<file path="config.mk">
export PLATFORM = sky130hd
export DESIGN_NAME = dm_arbiter
export DESIGN_NICKNAME = d
export VERILOG_FILES = /design/src/rtl/dm_arb_pkg.sv /design/src/rtl/dm_arb_pick.sv /design/src/rtl/dm_arbiter.sv
export SDC_FILE = /design/constraint.sdc
export NUM_CORES = 1
export LEC_CHECK = 0
export ABC_AREA = 0
export CAP_MARGIN = 20
export CORE_MARGIN = 3
export CORE_UTILIZATION = 63
export CTS_CLUSTER_SIZE = 20
export DETAILED_ROUTE_END_ITERATION = 10
export DONT_BUFFER_PORTS = 1
export GPL_TIMING_DRIVEN = 0
export HOLD_SLACK_MARGIN = 0.02
export PLACE_DENSITY = 0.79
export SYNTH_ARGS = -nofsm -noshare
export SYNTH_HDL_FRONTEND = slang
export SYNTH_HIERARCHICAL = 1
export SYNTH_SLANG_ARGS = --single-unit
</file>
<file path="constraint.sdc">
create_clock -name clk -period 4.65 [get_ports clk]
set_clock_uncertainty 0.05 [all_clocks]
set_input_delay 0.465 -clock clk [delete_from_list [all_inputs] [get_ports clk]]
set_output_delay 0.465 -clock clk [all_outputs]
set_load 0.01 [all_outputs]
</file>
<file path="src/rtl/dm_arb_pkg.sv">
// Shared definitions for the Data_Memory arbiter: FSM state encoding,
// requester IDs, default bus widths and the saturating counter helper.
package dm_arb_pkg;

    typedef enum logic [1:0] {
        IDLE   = 2'd0,
        ACCESS = 2'd1,
        RESP   = 2'd2
    } state_t;

    localparam logic REQ_CPU = 1'b0;
    localparam logic REQ_IO  = 1'b1;

    localparam int ADDR_W_DEF = 12;
    localparam int DATA_W_DEF = 32;

    localparam logic [15:0] CNT_MAX = 16'hFFFF;

    // Increment that sticks at all-ones instead of wrapping.
    function automatic logic [15:0] sat_inc(input logic [15:0] value);
        return (value == CNT_MAX) ? value : value + 16'd1;
    endfunction

endpackage

</file>
<file path="src/rtl/dm_arb_pick.sv">
// Combinational 2-way picker. req[0] is the CPU, req[1] is the I/O port.
// On a tie, round-robin gives the grant to whoever did not win last time;
// fixed priority always hands it to the CPU.
module dm_arb_pick
    import dm_arb_pkg::*;
#(
    parameter bit RR_EN = 1'b1
) (
    input  logic [1:0] req,
    input  logic       last_gnt,
    output logic       grant,
    output logic       conflict
);

    // Winner selection; grant is a don't-care when nobody requests.
    always_comb begin
        conflict = req[0] & req[1];
        grant    = REQ_CPU;
        if (conflict) begin
            grant = RR_EN ? ~last_gnt : REQ_CPU;
        end else if (req[1]) begin
            grant = REQ_IO;
        end
    end

endmodule

</file>
<file path="src/rtl/dm_arbiter.sv">
// Two-port arbiter in front of the single-port Data_Memory.
// One transaction at a time: IDLE samples requests, ACCESS drives the memory
// strobes for a single cycle, RESP pulses the winner's ack.
// Optional statistics counters are built when DM_ARB_STATS_EN is defined.
module dm_arbiter
    import dm_arb_pkg::*;
#(
    parameter int ADDR_W = ADDR_W_DEF,
    parameter int DATA_W = DATA_W_DEF,
    parameter bit RR_EN  = 1'b1
) (
    input  logic              clk,
    input  logic              rst,
    input  logic              cpu_req,
    input  logic              cpu_wr,
    input  logic [ADDR_W-1:0] cpu_addr,
    input  logic [DATA_W-1:0] cpu_wdata,
    output logic              cpu_ack,
    output logic              cpu_err,
    output logic [DATA_W-1:0] cpu_rdata,
    input  logic              io_req,
    input  logic              io_wr,
    input  logic [ADDR_W-1:0] io_addr,
    input  logic [DATA_W-1:0] io_wdata,
    output logic              io_ack,
    output logic              io_err,
    output logic [DATA_W-1:0] io_rdata,
    output logic              dm_cs,
    output logic              dm_rd,
    output logic              dm_wr,
    output logic [ADDR_W-1:0] dm_addr,
    output logic [DATA_W-1:0] dm_din,
    input  logic [DATA_W-1:0] dm_dout,
    output logic              busy,
    output logic              gnt_id
`ifdef DM_ARB_STATS_EN
    ,
    output logic [15:0]       cpu_gnt_cnt,
    output logic [15:0]       io_gnt_cnt,
    output logic [15:0]       conflict_cnt
`endif
);

    state_t              state_reg;
    state_t              state_next;
    logic                cmd_wr_reg;
    logic [ADDR_W-1:0]   cmd_addr_reg;
    logic [DATA_W-1:0]   cmd_wdata_reg;
    logic                gnt_id_reg;
    logic                last_gnt_reg;
    logic                err_reg;
    logic [DATA_W-1:0]   cpu_rdata_reg;
    logic [DATA_W-1:0]   io_rdata_reg;

    logic [1:0]          req_vec;
    logic                any_req;
    logic                pick_grant;
    logic                pick_conflict;
    logic                in_idle;
    logic                in_access;
    logic                in_resp;
    logic                aligned;

    assign req_vec   = {io_req, cpu_req};
    assign any_req   = |req_vec;
    assign in_idle   = (state_reg == IDLE);
    assign in_access = (state_reg == ACCESS);
    assign in_resp   = (state_reg == RESP);
    assign aligned   = (cmd_addr_reg[1:0] == 2'b00);

    dm_arb_pick #(
        .RR_EN (RR_EN)
    ) u_pick (
        .req      (req_vec),
        .last_gnt (last_gnt_reg),
        .grant    (pick_grant),
        .conflict (pick_conflict)
    );

    // State register; reset drops any access in flight immediately.
    always_ff @(posedge clk or posedge rst) begin
        if (rst) begin
            state_reg <= IDLE;
        end else begin
            state_reg <= state_next;
        end
    end

    // Fixed three-step sequence; only IDLE looks at the requests.
    always_comb begin
        state_next = state_reg;
        case (state_reg)
            IDLE:    if (any_req) state_next = ACCESS;
            ACCESS:  state_next = RESP;
            RESP:    state_next = IDLE;
            default: state_next = IDLE;
        endcase
    end

    // Latch the winner's command at the IDLE sample; flag misalignment in ACCESS.
    always_ff @(posedge clk or posedge rst) begin
        if (rst) begin
            cmd_wr_reg    <= 1'b0;
            cmd_addr_reg  <= '0;
            cmd_wdata_reg <= '0;
            gnt_id_reg    <= REQ_CPU;
            last_gnt_reg  <= REQ_IO;
            err_reg       <= 1'b0;
        end else begin
            if (in_idle && any_req) begin
                cmd_wr_reg    <= (pick_grant == REQ_IO) ? io_wr    : cpu_wr;
                cmd_addr_reg  <= (pick_grant == REQ_IO) ? io_addr  : cpu_addr;
                cmd_wdata_reg <= (pick_grant == REQ_IO) ? io_wdata : cpu_wdata;
                gnt_id_reg    <= pick_grant;
                last_gnt_reg  <= pick_grant;
            end
            if (in_access) begin
                err_reg <= ~aligned;
            end
        end
    end

    // Capture memory read data into the owner's register at the end of ACCESS.
    always_ff @(posedge clk or posedge rst) begin
        if (rst) begin
            cpu_rdata_reg <= '0;
            io_rdata_reg  <= '0;
        end else if (in_access && aligned && !cmd_wr_reg) begin
            if (gnt_id_reg == REQ_IO) begin
                io_rdata_reg <= dm_dout;
            end else begin
                cpu_rdata_reg <= dm_dout;
            end
        end
    end

    // Memory strobes are pure decodes of registered state, one cycle wide.
    assign dm_cs   = in_access & aligned;
    assign dm_rd   = dm_cs & ~cmd_wr_reg;
    assign dm_wr   = dm_cs & cmd_wr_reg;
    assign dm_addr = in_access ? cmd_addr_reg  : '0;
    assign dm_din  = in_access ? cmd_wdata_reg : '0;

    assign cpu_ack   = in_resp & (gnt_id_reg == REQ_CPU);
    assign io_ack    = in_resp & (gnt_id_reg == REQ_IO);
    assign cpu_err   = cpu_ack & err_reg;
    assign io_err    = io_ack & err_reg;
    assign cpu_rdata = cpu_rdata_reg;
    assign io_rdata  = io_rdata_reg;
    assign busy      = ~in_idle;
    assign gnt_id    = gnt_id_reg;

`ifdef DM_ARB_STATS_EN
    logic [15:0] cpu_gnt_cnt_reg;
    logic [15:0] io_gnt_cnt_reg;
    logic [15:0] conflict_cnt_reg;

    // Saturating grant and contention counters.
    always_ff @(posedge clk or posedge rst) begin
        if (rst) begin
            cpu_gnt_cnt_reg  <= '0;
            io_gnt_cnt_reg   <= '0;
            conflict_cnt_reg <= '0;
        end else begin
            if (in_resp && gnt_id_reg == REQ_CPU) begin
                cpu_gnt_cnt_reg <= sat_inc(cpu_gnt_cnt_reg);
            end
            if (in_resp && gnt_id_reg == REQ_IO) begin
                io_gnt_cnt_reg <= sat_inc(io_gnt_cnt_reg);
            end
            if (in_idle && pick_conflict) begin
                conflict_cnt_reg <= sat_inc(conflict_cnt_reg);
            end
        end
    end

    assign cpu_gnt_cnt  = cpu_gnt_cnt_reg;
    assign io_gnt_cnt   = io_gnt_cnt_reg;
    assign conflict_cnt = conflict_cnt_reg;
`else
    // Contention is only counted in the statistics build.
    logic unused_conflict;
    assign unused_conflict = pick_conflict;
`endif

endmodule
</file>
Word level (Yosys, flattened, before mapping)
Cells that the tools add are included.
{ "word_totals": {"regBits": 114, "inputBits": 126, "out_inout_bits": 117} }
{ "classes": {"n_eq_ne": 3, "muxes": 9, "bitwise": 13, "reduce_logical": 9} }
{ "ops": {"columns": ["op", "n"], "rows": [
  ["2-to-1 mux 32 bit", 2],
  ["2-to-1 mux 12 bit", 2],
  ["AND 1 bit", 8],
  ["inverter 1 bit", 5],
  ["zero test 2 bit", 2],
  ["one-hot mux 2 bit (2 select lines)", 1],
  ["AND reduction 2 bit", 2],
  ["logical AND 1 bit", 3],
  ["2-to-1 mux 1 bit", 3],
  ["equality test 2 x 1 -> 1 bit, second input constant", 1],
  ["equality test 2 bit, second input constant", 1],
  ["2-to-1 mux 2 bit", 1],
  ["inequality test 2 bit, second input constant", 1],
  ["OR reduction 2 bit", 1],
  ["zero test 1 bit", 1]
]} }

Longest topological paths before layout
{ "logic_depth": {"depth_word": 4, "ltp_mapped": 5} }

Hierarchy
The synthesis kept the hierarchy.
{ "by_module_without_submodules": {"columns": ["mod", "instances", "cells_each", "area_per_inst_um2"], "rows": [
  ["dm_arbiter", 1, 353, 5238.8],
  ["dm_arb_pick", 1, 2, 17.5]
]} }

Least setup slack after synthesis
No wires, ideal clock.
{ "synth_path": {"path_type": "input to register", "start": "in io_req", "end": "reg cmd_wdata_reg[10]", "setup_ns": 0.125, "arrival_ns": 1.770, "setup_slack_ns": 2.705, "path_stages": 5, "n_path_buf": 2, "cell_sequence": "a21boi_2 -> buf_2 -> clkbuf_1 -> mux2_2 -> mux2_2"} }
{ "synth_between": {"elab_chain_cells": 3, "elab_cells_between_ends": 6, "classes_between": "mux (3); bitwise (1); reduce/logical (2)"} }
{ "synth_rtl": {"columns": ["item", "line_no", "rtl"], "rows": [
  ["from (decl)", "dm_arbiter.sv:21", "input logic io_req,"],
  ["2-to-1 mux 1 bit or AND 1 bit (tied branches)", "dm_arb_pick.sv:21, dm_arb_pick.sv:17", null],
  ["2-to-1 mux 1 bit", "dm_arb_pick.sv:19", "if (conflict) begin"],
  ["2-to-1 mux 32 bit", "dm_arbiter.sv:113", "cmd_wdata_reg <= (pick_grant == REQ_IO) ? io_wdata : cpu_wdata;"],
  ["to (signal assigned)", "dm_arbiter.sv:113", null],
  ["to (decl)", "dm_arbiter.sv:48", "logic [DATA_W-1:0] cmd_wdata_reg;"]
]} }
Parallel ways exist; a longest one is shown, timed or not.
A chain may end at the register's enable or synchronous reset.

Worst setup path in the final report
{ "layout_path": {"start": "reg state_reg[1]", "end": "out dm_din[19]"} }
{ "layout_between": {"elab_chain_cells": 2} }
{ "layout_rtl": {"columns": ["item", "line_no", "rtl"], "rows": [
  ["from (decl)", "dm_arbiter.sv:44", "state_t state_reg;"],
  ["from (signal assigned)", "dm_arbiter.sv:85", "state_reg <= state_next;"],
  ["equality test 2 x 1 -> 1 bit", "dm_arbiter.sv:67", "assign in_access = (state_reg == ACCESS);"],
  ["2-to-1 mux 32 bit", "dm_arbiter.sv:142", "assign dm_din = in_access ? cmd_wdata_reg : '0;"],
  ["to (decl)", "dm_arbiter.sv:32", "output logic [DATA_W-1:0] dm_din,"]
]} }
No other way between the ends.

==> reports/qor.txt <==
Effective utilization at floorplan -> 0.666
RSZ-0062 raised after global routing -> false
Largest net degree at the start of global routing -> 74
TNS Setup -> 0 ns
P&R area growth vs syn -> 14.9%
ANT cells -> 0
Critical path's top delay family -> buffers and inverters
Reg2Reg Depth -> 5
CTS tree -> yes
Crit path launch type -> flop
CTS Buffer Depth -> 2
Crit path DAT -> 2.03 ns
Worst-Margin Slew -> 0.887 ns
Outcome -> finished, final reports clean
Mapped Area -> 0.00525 mm^2
Final setup vio count -> 0
Syn avg cell area -> 14.8 um^2
Routed vias -> 2876
Fin. max-slew vios -> 0
Cell Chain, Critical Path -> nor2b_1 > clkbuf_1 > clkbuf_1 > and2_1
Hold Crit Depth -> 1
Max Cap Viol -> 0
HP Class -> in2reg
H-tree depth -> 4
Initial antenna violation count -> 0
CTS buffer count -> 17
Drt via density -> 5.88
R2r setup slk -> 2.42 ns
FMAX -> 393 MHz
CTS root buf -> clkbuf_8
Drt drc -> 0
Global-route wire length before repair -> 18.3 mm
FF-to-FF End -> cmd_wdata_reg[21]
Cell Rows -> 32
Area of the die -> 0.00946 mm^2
Gr usage total -> 0.250
WL/cell -> 24.0 um
Buffers on Ports -> 0
Worst path slowest cell -> dfrtp_1
Routed Wire Length -> 11.7 mm
Hold EP -> io_rdata[6]
Die Span X -> 97.3 um
Fin Hold WS -> 0.0618 ns
Worst stage delay on the critical path -> 0.43 ns
Period minus WS final -> 2.54 ns
Clock transition at path regs -> 0.06 ns
Die Ht -> 97.3 um
Post-route setup slack -> 2.11 ns
Pwr/cell area -> 768 mW/mm^2
Initial drt markers -> 58
Routability Congestion -> 0.812
Ys Warns -> 6
I/O pins -> 243
Power Total -> 4.63 mW
Critical-path maximum fanout -> 10
Max-slew headroom -> 0.409
# clock sinks -> 114
Number of global-route vias before repair -> 3228
Grt ovf -> 0
Leak -> 2.67 nW
Core area -> 0.00789 mm^2
Setup WS pre-CTS -> 2.27 ns
Routed Antenna Nets -> 0
CP required -> 4.14 ns
Critical path endpoint category -> output pin
Detailed Routing Iterations Pass 1 -> 4
DP HPWL -> 8.81 mm
Worst-Skew Late Latency -> 0.49 ns
CP most frequent cell -> clkbuf_1
Final Cycle Share -> 0.547
Final hold vios -> 0
WP buf/inv -> 2
HP Start -> dm_dout[6]
Cell count after synthesis -> 354
Peak supply drop -> 0.397 mV
Share of layout cells above drive strength 1 -> 0.535
Nets -> 501
RR Startpoint -> last_gnt_reg
Mapped Nets -> 480
Kind of critical path -> reg2out
==> metrics by stage <==
| stage | cell area [um^2] | std cells | utilization |
|---|---|---|---|
| 6_report | 6030 | 489 | 0.765 |
| 5_1_grt | 6030 | 489 | 0.765 |
| 4_1_cts | 6030 | 489 | 0.765 |
| 3_5_place_dp | 5400 | 457 | 0.685 |
| 3_3_place_gp | 5380 | 456 | 0.682 |
| 2_1_floorplan | 5250 | 354 | - |
==> worst max path at each step <==
stage	from	end	slack (ns)	cells past startpoint
after floorplan	rst	cmd_addr_reg[0]	1.12	1
after global placement	rst	cmd_addr_reg[8]	0.07	1
after detailed placement	io_req	cmd_wdata_reg[19]	2.27	5
after CTS	state_reg[1]	dm_din[19]	2.05	4
after global routing	state_reg[1]	dm_din[19]	1.90	4
final	state_reg[1]	dm_din[19]	2.11	4
==> per-layer routing <==
layer,global-route usage,share of wire
met1,0.288,0.37
met2,0.433,0.53
met3,0.103,0.088
met4,0.0692,0.015
met5,0,0
==> cells in the final DEF (no fill, tap or decap) <==
cell type / instances
bufinv_16: 4
clkinvlp_4: 1
or2_2: 1
clkinv_4: 7
clkbuf_8: 1
clkbuf_16: 16
buf_4: 3
nand3b_2: 1
buf_6: 3
dlygate4sd3_1: 1
nand2_2: 1
inv_6: 2
nor4b_4: 1
a21boi_2: 1
buf_12: 1
dfrtp_1: 113
clkbuf_1: 8
buf_1: 1
nor2b_1: 4
inv_4: 1
dfstp_2: 1
nor2_1: 5
and3_1: 1
buf_2: 6
mux2_4: 30
and2_1: 47
mux2_2: 126
==> power by group <==
part           total (mW)  switching [mW]  leakage, nW  internal (mW)
combinational        1.29           0.543         1.05          0.745
sequential           2.00           0.496         1.33           1.51
clock                1.34           0.463        0.299          0.875
total                4.63            1.50         2.67           3.13
==> final cells by class <==
| class | instances | area [um^2] |
|---|---|---|
| clock inverter | 14 | 206 |
| timing repair buffer | 2 | 30.0 |
| multi-input combinational | 218 | 2270 |
| inverter | 1 | 6.26 |
| buffer | 21 | 120 |
| clock buffer | 17 | 414 |
| sequential | 114 | 2850 |
| tap | 102 | 128 |
| fill | 512 | 1860 |
==> worst register-to-register path, stage by stage, from the launching register on <==
cell	delay, ns
dfstp_2	0.37
a21boi_2	0.14
buf_2	0.23
buf_1	0.61
mux2_2	0.43
mux2_2	0.27
==> what timing repair did <==
action	4_1_cts	5_1_grt
setup endpoints to repair	0	0
setup buffers	0	0
hold endpoints to repair	72	0
hold buffers	1	0
resized for setup	0	0
(Power assumes the default switching activity.)
